[src/rtl/exc_pkg.sv]
// Shared types and constants for the exception sequencer: FSM state encoding,
// exception source indices and the default vector base address.
package exc_pkg;

  typedef enum logic [1:0] {
    IDLE = 2'd0,
    READ = 2'd1,
    LOAD = 2'd2
  } exc_state_t;

  localparam int EXC_OPCODE   = 0;
  localparam int EXC_OVF      = 1;
  localparam int EXC_DIV0     = 2;
  localparam int DEF_VEC_BASE = 253;

  // Width of an exception index; never narrower than one bit.
  function automatic int idx_w(input int n);
    return (n > 1) ? $clog2(n) : 1;
  endfunction

endpackage

[src/rtl/exc_prio_enc.sv]
// Combinational highest-index-wins priority encoder over the exception
// request lines; valid is high when any line is set.
module exc_prio_enc #(
  parameter int N = 3,
  parameter int W = 2
) (
  input  logic [N-1:0] req,
  output logic         valid,
  output logic [W-1:0] idx
);

  always_comb begin
    valid = |req;
    idx   = '0;
    // Later (higher) indices overwrite earlier ones, so the top set bit wins.
    for (int i = 0; i < N; i++) begin
      if (req[i]) idx = W'(i);
    end
  end

endmodule

[src/rtl/exception_unit.sv]
// Exception sequencer: accepts the highest-index request, latches EPC/cause,
// fetches the handler byte from VEC_BASE + cause and strobes a PC load.
// Optional macro EXC_PENDING_EN adds a sticky pending register so requests
// raised while busy are serviced afterwards instead of being dropped.
//
// state | meaning
// IDLE  | waiting for a request; arbitrates exc_req (plus pending)
// READ  | vector slot read in flight; counter runs down to the data edge
// LOAD  | pc_wr strobe cycle; its exit edge arbitrates exactly like IDLE
module exception_unit
  import exc_pkg::*;
#(
  parameter int NUM_EXC  = 3,
  parameter int VEC_BASE = DEF_VEC_BASE,
  parameter int MEM_LAT  = 2,
  parameter int EPC_ADJ  = 4,
  localparam int CW      = idx_w(NUM_EXC)
) (
  input  logic               clk,
  input  logic               reset,
  input  logic [NUM_EXC-1:0] exc_req,
  input  logic [31:0]        pc_in,
  input  logic [31:0]        mem_data,
  output logic [31:0]        mem_addr,
  output logic               mem_rd,
  output logic [31:0]        pc_out,
  output logic               pc_wr,
  output logic [31:0]        epc,
  output logic [CW-1:0]      cause,
  output logic               exc_busy
);

  exc_state_t         state;
  logic [2:0]         cnt;
  logic [NUM_EXC-1:0] arb_req;
  logic               win_valid;
  logic [CW-1:0]      win_idx;
  logic               accept;
  logic               unused_mem_hi;

  assign unused_mem_hi = ^mem_data[31:8];

  exc_prio_enc #(
    .N (NUM_EXC),
    .W (CW)
  ) u_prio (
    .req   (arb_req),
    .valid (win_valid),
    .idx   (win_idx)
  );

  assign accept = win_valid && ((state == IDLE) || (state == LOAD));

`ifdef EXC_PENDING_EN
  logic [NUM_EXC-1:0] pend;
  logic [NUM_EXC-1:0] pend_acc;
  logic [NUM_EXC-1:0] win_mask;

  // Outside IDLE every live request is folded into the sticky set.
  assign pend_acc = (state == IDLE) ? pend : (pend | exc_req);
  assign arb_req  = exc_req | pend;
  assign win_mask = {{(NUM_EXC-1){1'b0}}, 1'b1} << win_idx;

  always_ff @(posedge clk) begin
    if (reset) begin
      pend <= '0;
    end else if (accept) begin
      pend <= pend_acc & ~win_mask;
    end else begin
      pend <= pend_acc;
    end
  end
`else
  assign arb_req = exc_req;
`endif

  always_ff @(posedge clk) begin
    if (reset) begin
      state    <= IDLE;
      cnt      <= '0;
      mem_addr <= '0;
      mem_rd   <= 1'b0;
      pc_out   <= '0;
      pc_wr    <= 1'b0;
      epc      <= '0;
      cause    <= '0;
      exc_busy <= 1'b0;
    end else begin
      case (state)
        IDLE, LOAD: begin
          pc_wr <= 1'b0;
          if (accept) begin
            epc      <= pc_in - 32'(EPC_ADJ);
            cause    <= win_idx;
            mem_addr <= 32'(VEC_BASE) + 32'(win_idx);
            mem_rd   <= 1'b1;
            cnt      <= 3'(MEM_LAT - 1);
            exc_busy <= 1'b1;
            state    <= READ;
          end else begin
            exc_busy <= 1'b0;
            state    <= IDLE;
          end
        end
        READ: begin
          if (cnt == 3'd0) begin
            pc_out <= {24'h0, mem_data[7:0]};
            mem_rd <= 1'b0;
            pc_wr  <= 1'b1;
            state  <= LOAD;
          end else begin
            cnt <= cnt - 3'd1;
          end
        end
        default: state <= IDLE;
      endcase
    end
  end

endmodule

[config.mk]
export PLATFORM = sky130hd
export DESIGN_NAME = exception_unit
export DESIGN_NICKNAME = d
export VERILOG_FILES = /design/src/rtl/exc_pkg.sv /design/src/rtl/exc_prio_enc.sv /design/src/rtl/exception_unit.sv
export SDC_FILE = /design/constraint.sdc
export NUM_CORES = 1
export LEC_CHECK = 0
export CELL_PAD_IN_SITES_DETAIL_PLACEMENT = 0
export CELL_PAD_IN_SITES_GLOBAL_PLACEMENT = 1
export CORE_MARGIN = 2
export CORE_UTILIZATION = 26
export DETAILED_ROUTE_END_ITERATION = 10
export PLACE_DENSITY = 0.81
export SETUP_SLACK_MARGIN = 0.05
export SLEW_MARGIN = 20
export SYNTH_ARGS = -nofsm -noshare
export SYNTH_HDL_FRONTEND = slang
export SYNTH_SLANG_ARGS = --single-unit
[constraint.sdc]
create_clock -name clk -period 2.6 [get_ports clk]
set_input_delay 0.52 -clock clk [delete_from_list [all_inputs] [get_ports clk]]
set_output_delay 0.52 -clock clk [all_outputs]
set_load 0.02 [all_outputs]
# Word-level counts from Yosys, hierarchy flattened
# Index checks and enable logic that the tools add are counted.
dict set report totals {
  wordCells 43
  regBits 82
  output_inout_bits 101
  in_bits 69
}
dict set report op_classes {
  n_reduce_logical 12
  n_eq_ne 5
  muxes 14
  addsub 3
}
# op count
set ops {}
lappend ops {{$sub A32 B3 Y32 const B} 1}
lappend ops {{$add A8 B2 Y9 const A} 1}
lappend ops {{$mux W1} 6}
lappend ops {{$mux W3} 2}
lappend ops {{$ne A2 B2 Y1 const B} 3}
lappend ops {{$pmux W3 S2} 1}
lappend ops {{$reduce_and A2 Y1} 3}
lappend ops {{$reduce_and A3 Y1} 2}
lappend ops {{$mux W2} 2}
lappend ops {{$pmux W1 S2} 2}
lappend ops {{$pmux W2 S2} 1}
lappend ops {{$logic_not A3 Y1} 1}
lappend ops {{$reduce_or A3 Y1} 1}
lappend ops {{$sub A3 B1 Y3 const B} 1}
lappend ops {{$eq A2 B1 Y1 const B} 1}
lappend ops {{$eq A2 B2 Y1 const B} 1}
lappend ops {{$logic_not A2 Y1} 1}
lappend ops {{$reduce_bool A2 Y1} 1}
lappend ops {{$reduce_or A2 Y1} 1}
lappend ops {{$logic_and A1 B1 Y1} 1}
lappend ops {{$logic_or A1 B1 Y1} 1}

# Depth between registers and ports, before layout
# Gate-level depths: netlist of the first run.
dict set report depth {
  ltp_word 5
  ltp_mapped 7
}

# Cells and area by module
# A second synthesis of the first run with hierarchy kept.
dict set report unflattened {
  cells_unflattened 351
  area_unflattened_um2 2917.8
}
# module instances cells_per_inst seq_area_each_um2 area_per_inst_um2
set by_module_without_submodules {}
lappend by_module_without_submodules {exception_unit 1 348 1081.0 2897.8}
lappend by_module_without_submodules {exc_prio_enc 1 3 0.0 20.0}

# Least setup slack after synthesis of the first run
# Ideal clock, no wire load.
dict set report synth_path {
  kind {input -> register}
  from {in pc_in[11]}
  to {reg epc[23]}
  required_ps 2509
  n_path_buf 1
  slack_ps 227
  t_arrival_ps 2282
  cell_stages 5
  cell_sequence {or4_4 -> or4_4 -> buf_6 -> or3_1 -> a311oi_1}
}
dict set report synth_between {
  elab_chain_cells 1
}
# element line_no
set synth_rtl {}
lappend synth_rtl {{from (decl)} exception_unit.sv:22} ;# input logic [31:0] pc_in,
lappend synth_rtl {{$sub A32 B3 Y32} exception_unit.sv:93} ;# epc <= pc_in - 32'(EPC_ADJ);
lappend synth_rtl {{to (signal assigned)} exception_unit.sv:93}
lappend synth_rtl {{to (decl)} exception_unit.sv:28} ;# output logic [31:0] epc,
# Every way passes these cells.
# A chain may end at the register's enable or synchronous reset.

# Worst setup path after layout of the first run
dict set report layout_path {
  from {in pc_in[15]}
  to {reg epc[20]}
}
# Same word-level chain as after synthesis.

==> impl_metrics.yaml, run 1 <==
worst_setup_path:
  worst_path_largest_cell_delay_ns: 0.59
  end_kind: "register"
  startpoint_type: "input pin"
  worstPathMaxFanout: 6
  cp_data_required_time_ns: 2.83
  arrival_ns: 2.69
  crit_type: "input pin to register"
  crit_chain: "clkdlybuf4s50_1 > or4_4 > or4_4 > nor4_1 > xnor2_1 > a211oi_2"
  startpoint: "pc_in[15]"
  crit_buf_inv: 1
  r2r-start: "cnt[0]"
  crit_top_cell: "or4_4"
  critical_path.top_delay_family: "simple AND/OR/NAND/NOR gates"
  slowest_stage: "or4_4"
power_and_ir_drop:
  power.density_mw_per_mm2: 505
  peakVddDrop_mv: 0.233
  p_clk_frac: 0.224
  comb_power_share: 0.319
  seqPwrFrac: 0.457
  leakagePower_uw: 0.00161
  p_sw_uw: 689
  internal-power_uw: 1400
  p_sw_frac: 0.330
synthesis:
  ys_ff_latch: 54
  syn_area_per_cell_sq_um: 8.44
  synth_top_area_cell: "dfxtp_1"
  synth_area_sq_mm: 0.00288
  synthCells: 341
  synth.yosys.seq_area_share: 0.375
  synth_enable_flop_cells: 0
  synth_area_leaders: "dfxtp_1, buf_4, a211oi_1"
  yosysWarningCount: 0
  async_reset_ff_frac: 0
  synth_commonest_cells: "dfxtp_1, buf_4, nor2_1"
  synth_top_area_frac: 0.375
  synth_most_common_cell: "dfxtp_1"
  ys_types: 43
  ys.flop_type: "dfxtp_1"
timing:
  drv_slew: 0
  finalSetupTns_ns: 0
  hold_viol_final: 0
  worst_slew_pin_slew_ns: 0.854
  fin_skew_ns: 0.00476
  fin_crit_ns: 2.46
  rsz0062_at_grt: "no"
  slew_headroom: 0.430
  setup_viol: 0
  finalCritPeriodShare: 0.944
  max_freq_mhz: 407
cts:
  cts_max_level: 2
  post-cts-setup-buffers: 0
  worstSkewPairLatency_ns: 0.30
  postCtsHoldBufs: 0
  cts-buffers-inserted: 5
  cts.clk_slew.worst_paths_ns: 0.10
  clock-root-buffer: "clkbuf_8"
  clock_sinks: 54
  cts_tree: "done"
  ctsLongestPathBuffers: 2
global_route:
  overflow: 0
  grt_pass1_vias: 2338
  antenna_found_initial: 0
  grt_pass1_wl_mm: 11.0
  grtUsageTotal: 0.115
  grt_max_degree: 32
place:
  hpwl_mm: 5.54
  place_inst: 587
  portBuffers: 98
  gp_congestion: 0.750
layout:
  diodes: 0
  area_growth_pct: 43.5
  final_cells: 596
  layout.nets: 527
  drive_above_1_share: 0.123
  fillCellCount: 1141
floorplan:
  die_w_microns: 109
  num_io_pins: 170
  die_h_microns: 109
  rows: 38
  core_area_sq_mm: 0.0108
  start_util: 0.266
  dieArea_sq_mm: 0.0119
routing:
  ant_nets: 0
  drc: 0
  drtIter0Drc: 78
  dr.pass1.iters: 4
  drt-met1-wl_mm: 3.35
  route.met3.wl_microns: 527
  vias: 2549
  viasPerCell: 4.28
  met2_length_mm: 3.38
  drt_wl_total_mm: 7.29
  top_layer: "met4"
  drt-wirelength-per-cell_microns: 12.2
worst_hold_path:
  min_from: "pc_out[2]"
  hp-class: "register to register"
status:
  status: "completed"
run:
  maxCapViolations: 0
[state kept, by name, summed over array words and instances, names as in the netlist, 2 cells and up]
name and count:
pc_out 8, mem_addr 4, cnt 3, cause 2, epc 32, state 2
[metrics by stage]
stage                     setup WS [ns]  total power, uW  hold slack, ns  instance area [sq um]   util
after floorplan                   0.227             1380           0.464                   3050      -
after global placement           -0.315             1630           0.440                   4010  0.369
after detailed placement         -0.320             1640           0.447                   4010  0.369
after CTS                        0.0596             2120           0.462                   4100  0.378
after global routing             0.0606             2210           0.485                   4130  0.381
final                             0.145             2090           0.459                   4130  0.381
[cells in the final DEF, fill, tap and decap left out, drive strengths merged, types with 3 or more instances in the layout]
| cell | synthesis | routed |
|---|---|---|
| xnor2 | 17 | 17 |
| a21oi | 18 | 18 |
| ha | 3 | 3 |
| dfxtp | 54 | 54 |
| or3 | 7 | 7 |
| nand2 | 31 | 31 |
| inv | 8 | 8 |
| o31ai | 3 | 3 |
| clkbuf | 14 | 5 |
| a211oi | 25 | 25 |
| buf | 55 | 32 |
| nor2 | 44 | 44 |
| xor2 | 10 | 10 |
| nor3 | 9 | 9 |
| clkdlybuf4s50 | 0 | 95 |
| nand3 | 4 | 4 |
| conb | 1 | 47 |
| or4 | 8 | 9 |
| nor4 | 8 | 8 |
[path summary, 6_finish.rpt]
check / end / slack [ns] / cells after the start
max: epc[20] / 0.14 / 6
min: pc_out[2] / 0.46 / 2
max reg2reg: pc_out[3] / 0.88 / 6
min reg2reg: pc_out[2] / 0.46 / 2
[repair_timing]
item	in CTS	in global routing
setup endpoints to repair	1	7
gates resized for setup	1	5
cloned	0	1
pin swaps	0	8
[cell type report]
type	instances	area, sq um	share of cell area
sequential	54	1080	0.262
timing repair buffer	129	1240	0.300
clock inverter	3	21.3	0.00515
multi-input combinational	257	1520	0.367
tap	140	175	0.0424
inverter	8	30.0	0.00727
clock buffer	5	68.8	0.0167
[cells by family (layout without fill, tap and decap cells)]
group | after synthesis | in the layout | synth area share
adders and majority gates | 3 | 3 | 0.0130
and+or+nand+nor | 122 | 123 | 0.222
AOI/OAI and AO/OA | 57 | 57 | 0.135
xor gates and xnor gates | 27 | 27 | 0.0821
other | 1 | 47 | 0.00130
buffers and inverters | 77 | 145 | 0.171
DFF | 54 | 54 | 0.375
[per-layer routing]
| metal | track usage | vias to the layer above |
|---|---|---|
| met1 | 0.151 | 1152 |
| met5 | 0 | - |
| li1 | - | 1310 |
| met4 | 0.0298 | 0 |
| met2 | 0.189 | 85 |
| met3 | 0.0287 | 2 |
[power groups by stage]
stage          clock network [uW]  logic (uW)  registers (uW)
2_1_floorplan                   0         322            1050
3_3_place_gp                    0         660             972
3_5_place_dp                    0         669             975
4_1_cts                       497         670             956
5_1_grt                       522         725             965
6_report                      467         667             954
[worst min-delay path: stages, from the launching register on]
cell	delay [ns]
dfxtp_1	0.32
nand2_1	0.05
a21oi_1	0.05
(Power assumes the default switching activity.)
==> inputs of run 2 (changes only) <==
- REMOVE_ABC_BUFFERS: not set -> 1
==> run 2 against run 1 <==
Clock power shrank 1%. Sequential power is essentially flat. Maximum frequency shrank 2.7%. First-iteration DRC count grew 7.7%. Count of clock-buffer cells in the layout is the same. Sequential share of layout area is essentially flat. Register-to-register slack gained 0.11 ns. Non-clock buffer count grew 3. Largest power group unchanged.
==> impl_metrics.yaml, run 2 (synthesis results as in run 1) <==
run:
  maxCapViolations: 0
global_route:
  grt_pass1_vias: 2342
  grt_pass1_wl_mm: 11.1
  grt_max_degree: 45
  grtUsageTotal: 0.118
  overflow: 0
  antenna_found_initial: 0
worst_setup_path:
  arrival_ns: 2.74
  crit_chain: "clkdlybuf4s50_1 > or4_4 > or4_4 > or3_1 > a311oi_1"
  startpoint_type: "input pin"
  critical_path.top_delay_family: "simple AND/OR/NAND/NOR gates"
  end_kind: "register"
  worst_path_largest_cell_delay_ns: 0.58
  cp_data_required_time_ns: 2.81
  worstPathMaxFanout: 6
  crit_top_cell: "or4_4"
  crit_type: "input pin to register"
  slowest_stage: "or4_4"
  crit_buf_inv: 1
routing:
  drt-wirelength-per-cell_microns: 12.3
  drt_wl_total_mm: 7.34
  dr.pass1.iters: 4
  viasPerCell: 4.29
  drc: 0
  ant_nets: 0
  vias: 2567
  drtIter0Drc: 84
cts:
  cts_max_level: 2
  clock_sinks: 54
  worstSkewPairLatency_ns: 0.30
  cts-buffers-inserted: 5
  ctsLongestPathBuffers: 2
  cts.clk_slew.worst_paths_ns: 0.09
  cts_tree: "done"
  post-cts-setup-buffers: 0
  clock-root-buffer: "clkbuf_8"
timing:
  hold_viol_final: 0
  fin_crit_ns: 2.52
  max_freq_mhz: 396
  finalCritPeriodShare: 0.971
  hold_slack_ns: 0.457
  rsz0062_at_grt: "yes"
  setup_viol: 0
  drv_slew: 0
  fin_skew_ns: 0.00433
floorplan:
  num_io_pins: 170
  rows: 38
  start_util: 0.266
  core_area_sq_mm: 0.0108
  dieArea_sq_mm: 0.0119
  die_h_microns: 109
  die_w_microns: 109
power_and_ir_drop:
  leakagePower_uw: 0.00159
  internal-power_uw: 1390
  p_sw_frac: 0.330
  p_sw_uw: 686
  power.density_mw_per_mm2: 503
  power_uw: 2080
  peakVddDrop_mv: 0.200
  seqPwrFrac: 0.459
  p_clk_frac: 0.222
  comb_power_share: 0.319
place:
  portBuffers: 98
  place_area_sq_mm: 0.00402
  gp_congestion: 0.744
  hpwl_mm: 5.58
layout:
  largest_register_ffs: 32
  mostFrequentLayoutCells: "clkdlybuf4s50_1, dfxtp_1, conb_1, nor2_1, buf_4"
  reg.largest.list: "epc (32), pc_out (8), mem_addr (4)"
  regMostFlops: "epc"
  layout.nets: 530
  diodes: 0
  layout_commonest_cell: "clkdlybuf4s50_1"
  drive_above_1_share: 0.129
  design_area_sq_mm: 0.00413
  area_growth_pct: 43.4
status:
  status: "completed"
worst_hold_path:
  hp-class: "register to register"
-- run 2: power by group through the flow --
stage                     sequential (uW)  clock, uW  combinational (uW)
after detailed placement              974          0                 664
final                                 953        460                 663
after CTS                             956        491                 667
after global routing                  965        523                 721
after global placement                972          0                 656
after floorplan                      1070          0                 232
-- run 2: cell type report --
type                            count  area (sq um)
Clock buffer                        5          68.8
Clock inverter                      2          15.0
Fill cell                        1154          6710
Inverter                            8          30.0
Multi-Input combinational cell    257          1510
Sequential cell                    54          1080
Tap cell                          140           175
Timing Repair Buffer              132          1240
-- run 2: layer usage --
metal  up-vias  track usage  part of all wire
li1       1315            -                 -
met1      1165        0.148              0.45
met2        81        0.206              0.48
met3         6       0.0293             0.064
met4         0       0.0217            0.0065
met5         -            0                 0
-- run 2: final timing paths --
| kind | startpoint | endpoint | slack [ns] | cells past startpoint |
|---|---|---|---|---|
| setup / recovery | pc_in[11] | epc[23] | 0.08 | 5 |
| hold / removal | epc[16] | epc[16] | 0.46 | 2 |
| setup reg to reg | state[0] | mem_rd | 0.99 | 4 |
| hold reg to reg | epc[16] | epc[16] | 0.46 | 2 |
-- run 2: tightest hold or removal path, stage by stage, from the launching register on --
cell	delay [ns]
dfxtp_1	0.32
nand2_1	0.05
o31ai_1	0.05
-- run 2: timing repair --
item,4_1_cts,5_1_grt
gates cloned,0,1
gates resized for setup,1,3
hold buffers,0,0
endpoints found under the setup margin,1,9
-- run 2: per-stage QoR --
stage	util	TNS (ns)	instances	worst slack, ns
global route	0.381	0	598	0.0148
finish	0.381	0	598	0.0760
floorplan	-	-8.59	318	-0.464
global placement	0.370	-2.08	590	-0.302
CTS	0.379	0	597	0.0675
detailed placement	0.370	-2.19	590	-0.319
